$ cat src/rtl/alu_pkg.sv
// Shared opcode and state definitions for the RV32/64 IM execute-stage ALU.
package alu_pkg;

    localparam int XLEN_DEFAULT = 32;

    typedef enum logic [4:0] {
        OP_ADD    = 5'b0_0000,
        OP_SLL    = 5'b0_0001,
        OP_SLT    = 5'b0_0010,
        OP_SLTU   = 5'b0_0011,
        OP_XOR    = 5'b0_0100,
        OP_SRL    = 5'b0_0101,
        OP_OR     = 5'b0_0110,
        OP_AND    = 5'b0_0111,
        OP_SUB    = 5'b0_1000,
        OP_BGEU   = 5'b0_1001,
        OP_BLTU   = 5'b0_1010,
        OP_BGE    = 5'b0_1011,
        OP_BLT    = 5'b0_1100,
        OP_SRA    = 5'b0_1101,
        OP_BNE    = 5'b0_1111,
        OP_MUL    = 5'b1_0000,
        OP_MULH   = 5'b1_0001,
        OP_MULHSU = 5'b1_0010,
        OP_MULHU  = 5'b1_0011,
        OP_DIV    = 5'b1_0100,
        OP_DIVU   = 5'b1_0101,
        OP_REM    = 5'b1_0110,
        OP_REMU   = 5'b1_0111
    } alu_op_t;

    typedef enum logic [1:0] {
        IDLE,
        MUL,
        DIV
    } state_t;

    function automatic logic is_mul(input logic [4:0] op);
        return op[4:2] == 3'b100;
    endfunction

    function automatic logic is_div(input logic [4:0] op);
        return op[4:2] == 3'b101;
    endfunction

endpackage

$ cat src/rtl/alu_md_div_iter.sv
// Radix-2 restoring divider, one quotient bit per cycle, with
// single-cycle exits for divide-by-zero and signed overflow.
module div_iter
    import alu_pkg::*;
#(
    parameter int XLEN = XLEN_DEFAULT
) (
    input  logic            clk_i,
    input  logic            rst_ni,
    input  logic            start_i,
    input  logic            signed_i,
    input  logic [XLEN-1:0] a_i,
    input  logic [XLEN-1:0] b_i,
    output logic            busy_o,
    output logic            done_o,
    output logic [XLEN-1:0] quotient_o,
    output logic [XLEN-1:0] remainder_o
);

    localparam int CW = $clog2(XLEN);
    localparam logic [CW-1:0] LAST = CW'(XLEN - 1);
    localparam logic [XLEN-1:0] MIN_NEG = {1'b1, {(XLEN-1){1'b0}}};

    logic            busy_q, busy_d;
    logic [CW-1:0]   cnt_q, cnt_d;
    logic [XLEN-1:0] rem_q, rem_d;
    logic [XLEN-1:0] quo_q, quo_d;
    logic [XLEN-1:0] dvs_q, dvs_d;
    logic            qneg_q, qneg_d;
    logic            rneg_q, rneg_d;

    logic            a_neg, b_neg;
    logic [XLEN-1:0] a_mag, b_mag;
    logic [XLEN:0]   rem_sh, trial;
    logic [XLEN-1:0] rem_nx, quo_nx;

    always_comb begin
        busy_d      = busy_q;
        cnt_d       = cnt_q;
        rem_d       = rem_q;
        quo_d       = quo_q;
        dvs_d       = dvs_q;
        qneg_d      = qneg_q;
        rneg_d      = rneg_q;
        done_o      = 1'b0;
        quotient_o  = '0;
        remainder_o = '0;

        a_neg = signed_i & a_i[XLEN-1];
        b_neg = signed_i & b_i[XLEN-1];
        a_mag = a_neg ? -a_i : a_i;
        b_mag = b_neg ? -b_i : b_i;

        // A failed trial subtraction leaves the shifted remainder intact.
        rem_sh = {rem_q, quo_q[XLEN-1]};
        trial  = rem_sh - {1'b0, dvs_q};
        rem_nx = trial[XLEN] ? rem_sh[XLEN-1:0] : trial[XLEN-1:0];
        quo_nx = {quo_q[XLEN-2:0], ~trial[XLEN]};

        if (busy_q) begin
            rem_d = rem_nx;
            quo_d = quo_nx;
            cnt_d = cnt_q + 1'b1;
            if (cnt_q == LAST) begin
                busy_d      = 1'b0;
                done_o      = 1'b1;
                quotient_o  = qneg_q ? -quo_nx : quo_nx;
                remainder_o = rneg_q ? -rem_nx : rem_nx;
            end
        end else if (start_i) begin
            if (b_i == '0) begin
                done_o      = 1'b1;
                quotient_o  = '1;
                remainder_o = a_i;
            end else if (signed_i && a_i == MIN_NEG && b_i == '1) begin
                done_o      = 1'b1;
                quotient_o  = a_i;
                remainder_o = '0;
            end else begin
                busy_d = 1'b1;
                cnt_d  = '0;
                rem_d  = '0;
                quo_d  = a_mag;
                dvs_d  = b_mag;
                qneg_d = a_neg ^ b_neg;
                rneg_d = a_neg;
            end
        end
    end

    always_ff @(posedge clk_i) begin
        if (!rst_ni) begin
            busy_q <= 1'b0;
            cnt_q  <= '0;
            rem_q  <= '0;
            quo_q  <= '0;
            dvs_q  <= '0;
            qneg_q <= 1'b0;
            rneg_q <= 1'b0;
        end else begin
            busy_q <= busy_d;
            cnt_q  <= cnt_d;
            rem_q  <= rem_d;
            quo_q  <= quo_d;
            dvs_q  <= dvs_d;
            qneg_q <= qneg_d;
            rneg_q <= rneg_d;
        end
    end

    assign busy_o = busy_q;

endmodule

$ cat src/rtl/alu_md.sv
// Execute-stage ALU with RV M-extension: registered result,
// valid/ready on both sides, multi-cycle multiply and divide.
module alu_md
    import alu_pkg::*;
#(
    parameter int XLEN = XLEN_DEFAULT,
    parameter int SHW  = $clog2(XLEN)
) (
    input  logic            i_clk,
    input  logic            i_rst_n,
    input  logic            i_valid,
    output logic            o_ready,
    input  logic [XLEN-1:0] i_input_a,
    input  logic [XLEN-1:0] i_input_b,
    input  logic [4:0]      i_alu_op,
    output logic            o_valid,
    input  logic            i_ready,
    output logic [XLEN-1:0] o_result,
    output logic            o_zero
);

    localparam logic [XLEN-2:0] PAD = '0;

    function automatic logic [XLEN-1:0] base_op(
        input logic [4:0]      op,
        input logic [XLEN-1:0] a,
        input logic [XLEN-1:0] b
    );
        logic [XLEN-1:0] r;
        logic            lt, ltu, eq;
        lt  = $signed(a) < $signed(b);
        ltu = a < b;
        eq  = a == b;
        r   = '0;
        // Branch compares return 0 when the branch is taken.
        case (op)
            OP_ADD:  r = a + b;
            OP_SUB:  r = a - b;
            OP_SLL:  r = a << b[SHW-1:0];
            OP_SRL:  r = a >> b[SHW-1:0];
            OP_SRA:  r = $unsigned($signed(a) >>> b[SHW-1:0]);
            OP_SLT:  r = {PAD, lt};
            OP_SLTU: r = {PAD, ltu};
            OP_XOR:  r = a ^ b;
            OP_OR:   r = a | b;
            OP_AND:  r = a & b;
            OP_BNE:  r = {PAD, eq};
            OP_BLT:  r = {PAD, ~lt};
            OP_BGE:  r = {PAD, lt};
            OP_BLTU: r = {PAD, ~ltu};
            OP_BGEU: r = {PAD, ltu};
            default: r = '0;
        endcase
        return r;
    endfunction

    state_t          state_q, state_d;
    logic            valid_q, valid_d;
    logic [XLEN-1:0] result_q, result_d;
    logic [XLEN-1:0] a_q, a_d;
    logic [XLEN-1:0] b_q, b_d;
    logic [1:0]      sub_q, sub_d;

    logic            accept;
    logic            div_start, div_busy, div_done;
    logic [XLEN-1:0] div_quo, div_rem;

    logic              sx_a, sx_b;
    logic [2*XLEN-1:0] ax, bx, prod;
    logic [XLEN-1:0]   mul_res;

    assign o_ready = i_rst_n && (state_q == IDLE) && (!valid_q || i_ready);
    assign accept  = i_valid && o_ready;

    assign div_start = accept && is_div(i_alu_op);

    div_iter #(
        .XLEN(XLEN)
    ) u_div (
        .clk_i      (i_clk),
        .rst_ni     (i_rst_n),
        .start_i    (div_start),
        .signed_i   (~i_alu_op[0]),
        .a_i        (i_input_a),
        .b_i        (i_input_b),
        .busy_o     (div_busy),
        .done_o     (div_done),
        .quotient_o (div_quo),
        .remainder_o(div_rem)
    );

    // MULH signs both operands, MULHSU only A; MUL keeps the low half.
    always_comb begin
        sx_a    = (sub_q == 2'b01) || (sub_q == 2'b10);
        sx_b    = (sub_q == 2'b01);
        ax      = {{XLEN{sx_a & a_q[XLEN-1]}}, a_q};
        bx      = {{XLEN{sx_b & b_q[XLEN-1]}}, b_q};
        prod    = ax * bx;
        mul_res = (sub_q == 2'b00) ? prod[XLEN-1:0] : prod[2*XLEN-1:XLEN];
    end

    always_comb begin
        state_d  = state_q;
        valid_d  = valid_q;
        result_d = result_q;
        a_d      = a_q;
        b_d      = b_q;
        sub_d    = sub_q;

        if (valid_q && i_ready) begin
            valid_d = 1'b0;
        end

        case (state_q)
            IDLE: begin
                if (accept) begin
                    a_d   = i_input_a;
                    b_d   = i_input_b;
                    sub_d = i_alu_op[1:0];
                    if (is_mul(i_alu_op)) begin
                        state_d = MUL;
                    end else if (is_div(i_alu_op)) begin
                        if (div_done) begin
                            result_d = i_alu_op[1] ? div_rem : div_quo;
                            valid_d  = 1'b1;
                        end else begin
                            state_d = DIV;
                        end
                    end else begin
                        result_d = base_op(i_alu_op, i_input_a, i_input_b);
                        valid_d  = 1'b1;
                    end
                end
            end
            MUL: begin
                result_d = mul_res;
                valid_d  = 1'b1;
                state_d  = IDLE;
            end
            DIV: begin
                if (div_done) begin
                    result_d = sub_q[1] ? div_rem : div_quo;
                    valid_d  = 1'b1;
                    state_d  = IDLE;
                end else if (!div_busy) begin
                    state_d = IDLE;
                end
            end
            default: state_d = IDLE;
        endcase
    end

    always_ff @(posedge i_clk) begin
        if (!i_rst_n) begin
            state_q  <= IDLE;
            valid_q  <= 1'b0;
            result_q <= '0;
            a_q      <= '0;
            b_q      <= '0;
            sub_q    <= '0;
        end else begin
            state_q  <= state_d;
            valid_q  <= valid_d;
            result_q <= result_d;
            a_q      <= a_d;
            b_q      <= b_d;
            sub_q    <= sub_d;
        end
    end

    assign o_valid  = valid_q;
    assign o_result = result_q;
    assign o_zero   = (result_q == '0);

endmodule

$ cat config.mk
export PLATFORM = sky130hd
export DESIGN_NAME = alu_md
export DESIGN_NICKNAME = d
export VERILOG_FILES = /design/src/rtl/alu_pkg.sv /design/src/rtl/alu_md_div_iter.sv /design/src/rtl/alu_md.sv
export SDC_FILE = /design/constraint.sdc
export NUM_CORES = 2
export LEC_CHECK = 0
export ABC_AREA = 1
export CORE_ASPECT_RATIO = 0.75
export CORE_MARGIN = 10
export CORE_UTILIZATION = 60
export DETAILED_ROUTE_END_ITERATION = 10
export PLACE_DENSITY_LB_ADDON = 0.12
export SLEW_MARGIN = 0
export SYNTH_ARGS = -nofsm -noshare
export SYNTH_HDL_FRONTEND = slang
export SYNTH_SLANG_ARGS = --single-unit
export TNS_END_PERCENT = 10
$ cat constraint.sdc
create_clock -name i_clk -period 11.3 [get_ports i_clk]
set_input_delay 1.13 -clock i_clk [delete_from_list [all_inputs] [get_ports i_clk]]
set_output_delay 1.13 -clock i_clk [all_outputs]
set_load 0.03 [all_outputs]
==> reports/results.tsv <==
metric	value	unit
IO Pins	108	
Vias per Instance	6.37	
Die W	396	um
placed cell area	65800	um2
DRC viols	0	
Yosys top cell by area	fa_1	
Cells after Synth	9154	
CP endpoint kind	flop	
final worst setup slack	1.55	ns
synthesized area	63600	um2
CTS H-tree lvls	1	
Clock Skews	0.0198	ns
pin count of the biggest net entering global routing	115	
Min-Delay Path Class	reg -> reg	
Max Freq	103	MHz
initial antenna violation count	33	
RSZ-0062 raised after global routing	false	
Yosys cell types	71	
most common cell in the synthesized netlist	nand2_1	
crit-path most repeated cell	fa_1	
Clk Latency, worst-skew pair	0.61	ns
CTS Buf Count	24	
Post-layout nets	10520	
global placer's final weighted congestion	1.15	
post-route setup TNS	0	ns
root buf cell	clkbuf_16	
Die Ht	302	um
sequential share of the synthesized area	6.46	%
GRT overflow	0	
CP max FO	35	
Layout area overhead	4.88	%
CP Class	reg -> reg	
Worst Path Buf+Inv	8	
layout cells sized above 1	4.09	%
post-CTS setup buffers	0	
share of the synthesized area in the top cell type	35.5	%
global-route wire length before repair	421000	um
number of synthesized flops with an enable pin	0	
vias in the first global route	66526	
design area	66700	um2
Syn Area/Cell	6.94	um2
cell row count	103	
slew of the pin with the lowest slew margin	1.42	ns
clk sinks	205	
hold_ws	0.474	ns
asr flop ratio synth	0	%
DR vias	66419	
Post-synth top cells	2,194 x nand2_1, 2,128 x inv_1, 1,128 x fa_1	
leakage	33.8	nW
post_cts resized	0	
Detailed Place HPWL	233000	um
synth top area cells	fa_1 36%, nand2_1 13%, inv_1 13%, ha_1 7.0%, dfxtp_1 6.5%	
Core ar.	105000	um2
Routed Antenna Nets	0	
normalized max-slew margin	4.25	%
Port Buf Inserts	107	
slowest stage delay, CP	0.85	ns
Mapped Nets	10709	
final worst path period share	86.3	%
final wirelength	287000	um
Final Non-Filler Cells	10432	
Max Slew Vio Count	0	
clk buf depth	3	
TritonCTS clock tree	done	
min Tclk post-route	9.75	ns
status	complete, no violations	
Primary FF master, synth	dfxtp_1	
Power Density	226	nW/um2
total track usage	47.0	%
Initial Util	60.4	%
Critical Path AT	10.26	ns
Hold Buf Count CTS	0	
Synth warnings	0	
routed length per instance	27.6	um
Initial DRC Count	10789	
total chip power	15.0	mW
fin util	63.4	%
VDD IR max	0.000250	V
placed cell count	10356	
startpoint types	flop	
filler instances	8822	
CP delay by family, top	adder cells	
final hold vios	0	
DIE AREA	120000	um2
post-placement setup slack	1.70	ns
clock-pin slew on the worst setup and hold paths	0.07	ns
# setup viols final	0	
Worst path slowest cell	fa_1	
drt pass-1 iters	9	
number of synthesized register bits	205	
Required @ worst endpoint	11.81	ns
max_cap viols	0	
-- cell type report --
class | count | area (um2) | share of cell area [%]
multi-input cells | 6296 | 49400 | 74.1
inverters | 2156 | 8090 | 12.1
flip-flops and latches | 205 | 4110 | 6.16
repair buffers | 282 | 2380 | 3.57
well taps | 1417 | 1770 | 2.66
clock buffers | 28 | 646 | 0.968
clock inverters | 16 | 161 | 0.242
diodes | 32 | 80.1 | 0.120
-- tightest hold or removal path, cell delays in order, from the launching register on --
cell     delay (ns)
dfxtp_1        0.32
nand2_1        0.06
a21oi_1        0.05
-- state kept, by name, summed over array words and instances (netlist names), 5 cells and up --
signal and count:
u_div.dvs_q 32, o_result 32, u_div.rem_q 32, a_q 32, u_div.cnt_q 5, b_q 32, u_div.quo_q 32
-- placed cells by master, fill, tap and decap left out, drive strengths merged, types with 78 or more instances in the layout --
cell type / Yosys / layout
fa: 1128 / 1128
dfxtp: 205 / 205
clkdlybuf4s50: 0 / 103
nand3: 442 / 442
a21oi: 499 / 499
buf: 72 / 179
nand2: 2238 / 2238
ha: 354 / 354
nor2: 492 / 492
inv: 2149 / 2153
xor2: 78 / 78
o21ai: 536 / 536
-- per-layer routing --
layer | GRT usage (%) | part of all wire (%) | vias up
met2 | 62.9 | 38 | 6225
li1 | - | - | 27236
met4 | 26.0 | 7.1 | 18
met5 | 0.912 | 0.091 | -
met3 | 26.2 | 19 | 1633
met1 | 59.3 | 36 | 31307
-- path summary, 6_finish.rpt --
check / cells past startpoint / startpoint / endpoint / slack [ns]
setup / recovery: 29 / a_q[31]$_SDFFE_PN0P_ / o_result[18]$_SDFFE_PN0P_ / 1.55
hold / removal: 2 / u_div.cnt_q[4]$_SDFFE_PN0P_ / u_div.cnt_q[4]$_SDFFE_PN0P_ / 0.47
setup reg to reg: 29 / a_q[31]$_SDFFE_PN0P_ / o_result[18]$_SDFFE_PN0P_ / 1.55
hold reg to reg: 2 / u_div.cnt_q[4]$_SDFFE_PN0P_ / u_div.cnt_q[4]$_SDFFE_PN0P_ / 0.47
-- where the power goes --
group          total (mW)  switching [mW]  internal [mW]  leakage (nW)
registers            1.17           0.335          0.839          1.67
clock network       0.861           0.417          0.444         0.395
logic                13.0            9.06           3.95          31.7
total                15.0            9.81           5.23          33.8
-- kinds of logic after synthesis --
kind of cell	after synthesis	synth area share, %
AND/OR/NAND/NOR	3373	22.0
buffers and inverters	2653	15.8
adder cells (fa/ha/maj)	1482	42.5
multiplexers	11	0.173
XOR/XNOR	110	1.52
flip-flops	205	6.46
AO/OA/AOI/OAI	1320	11.5
No activity file was read; power rests on OpenSTA's default activity.
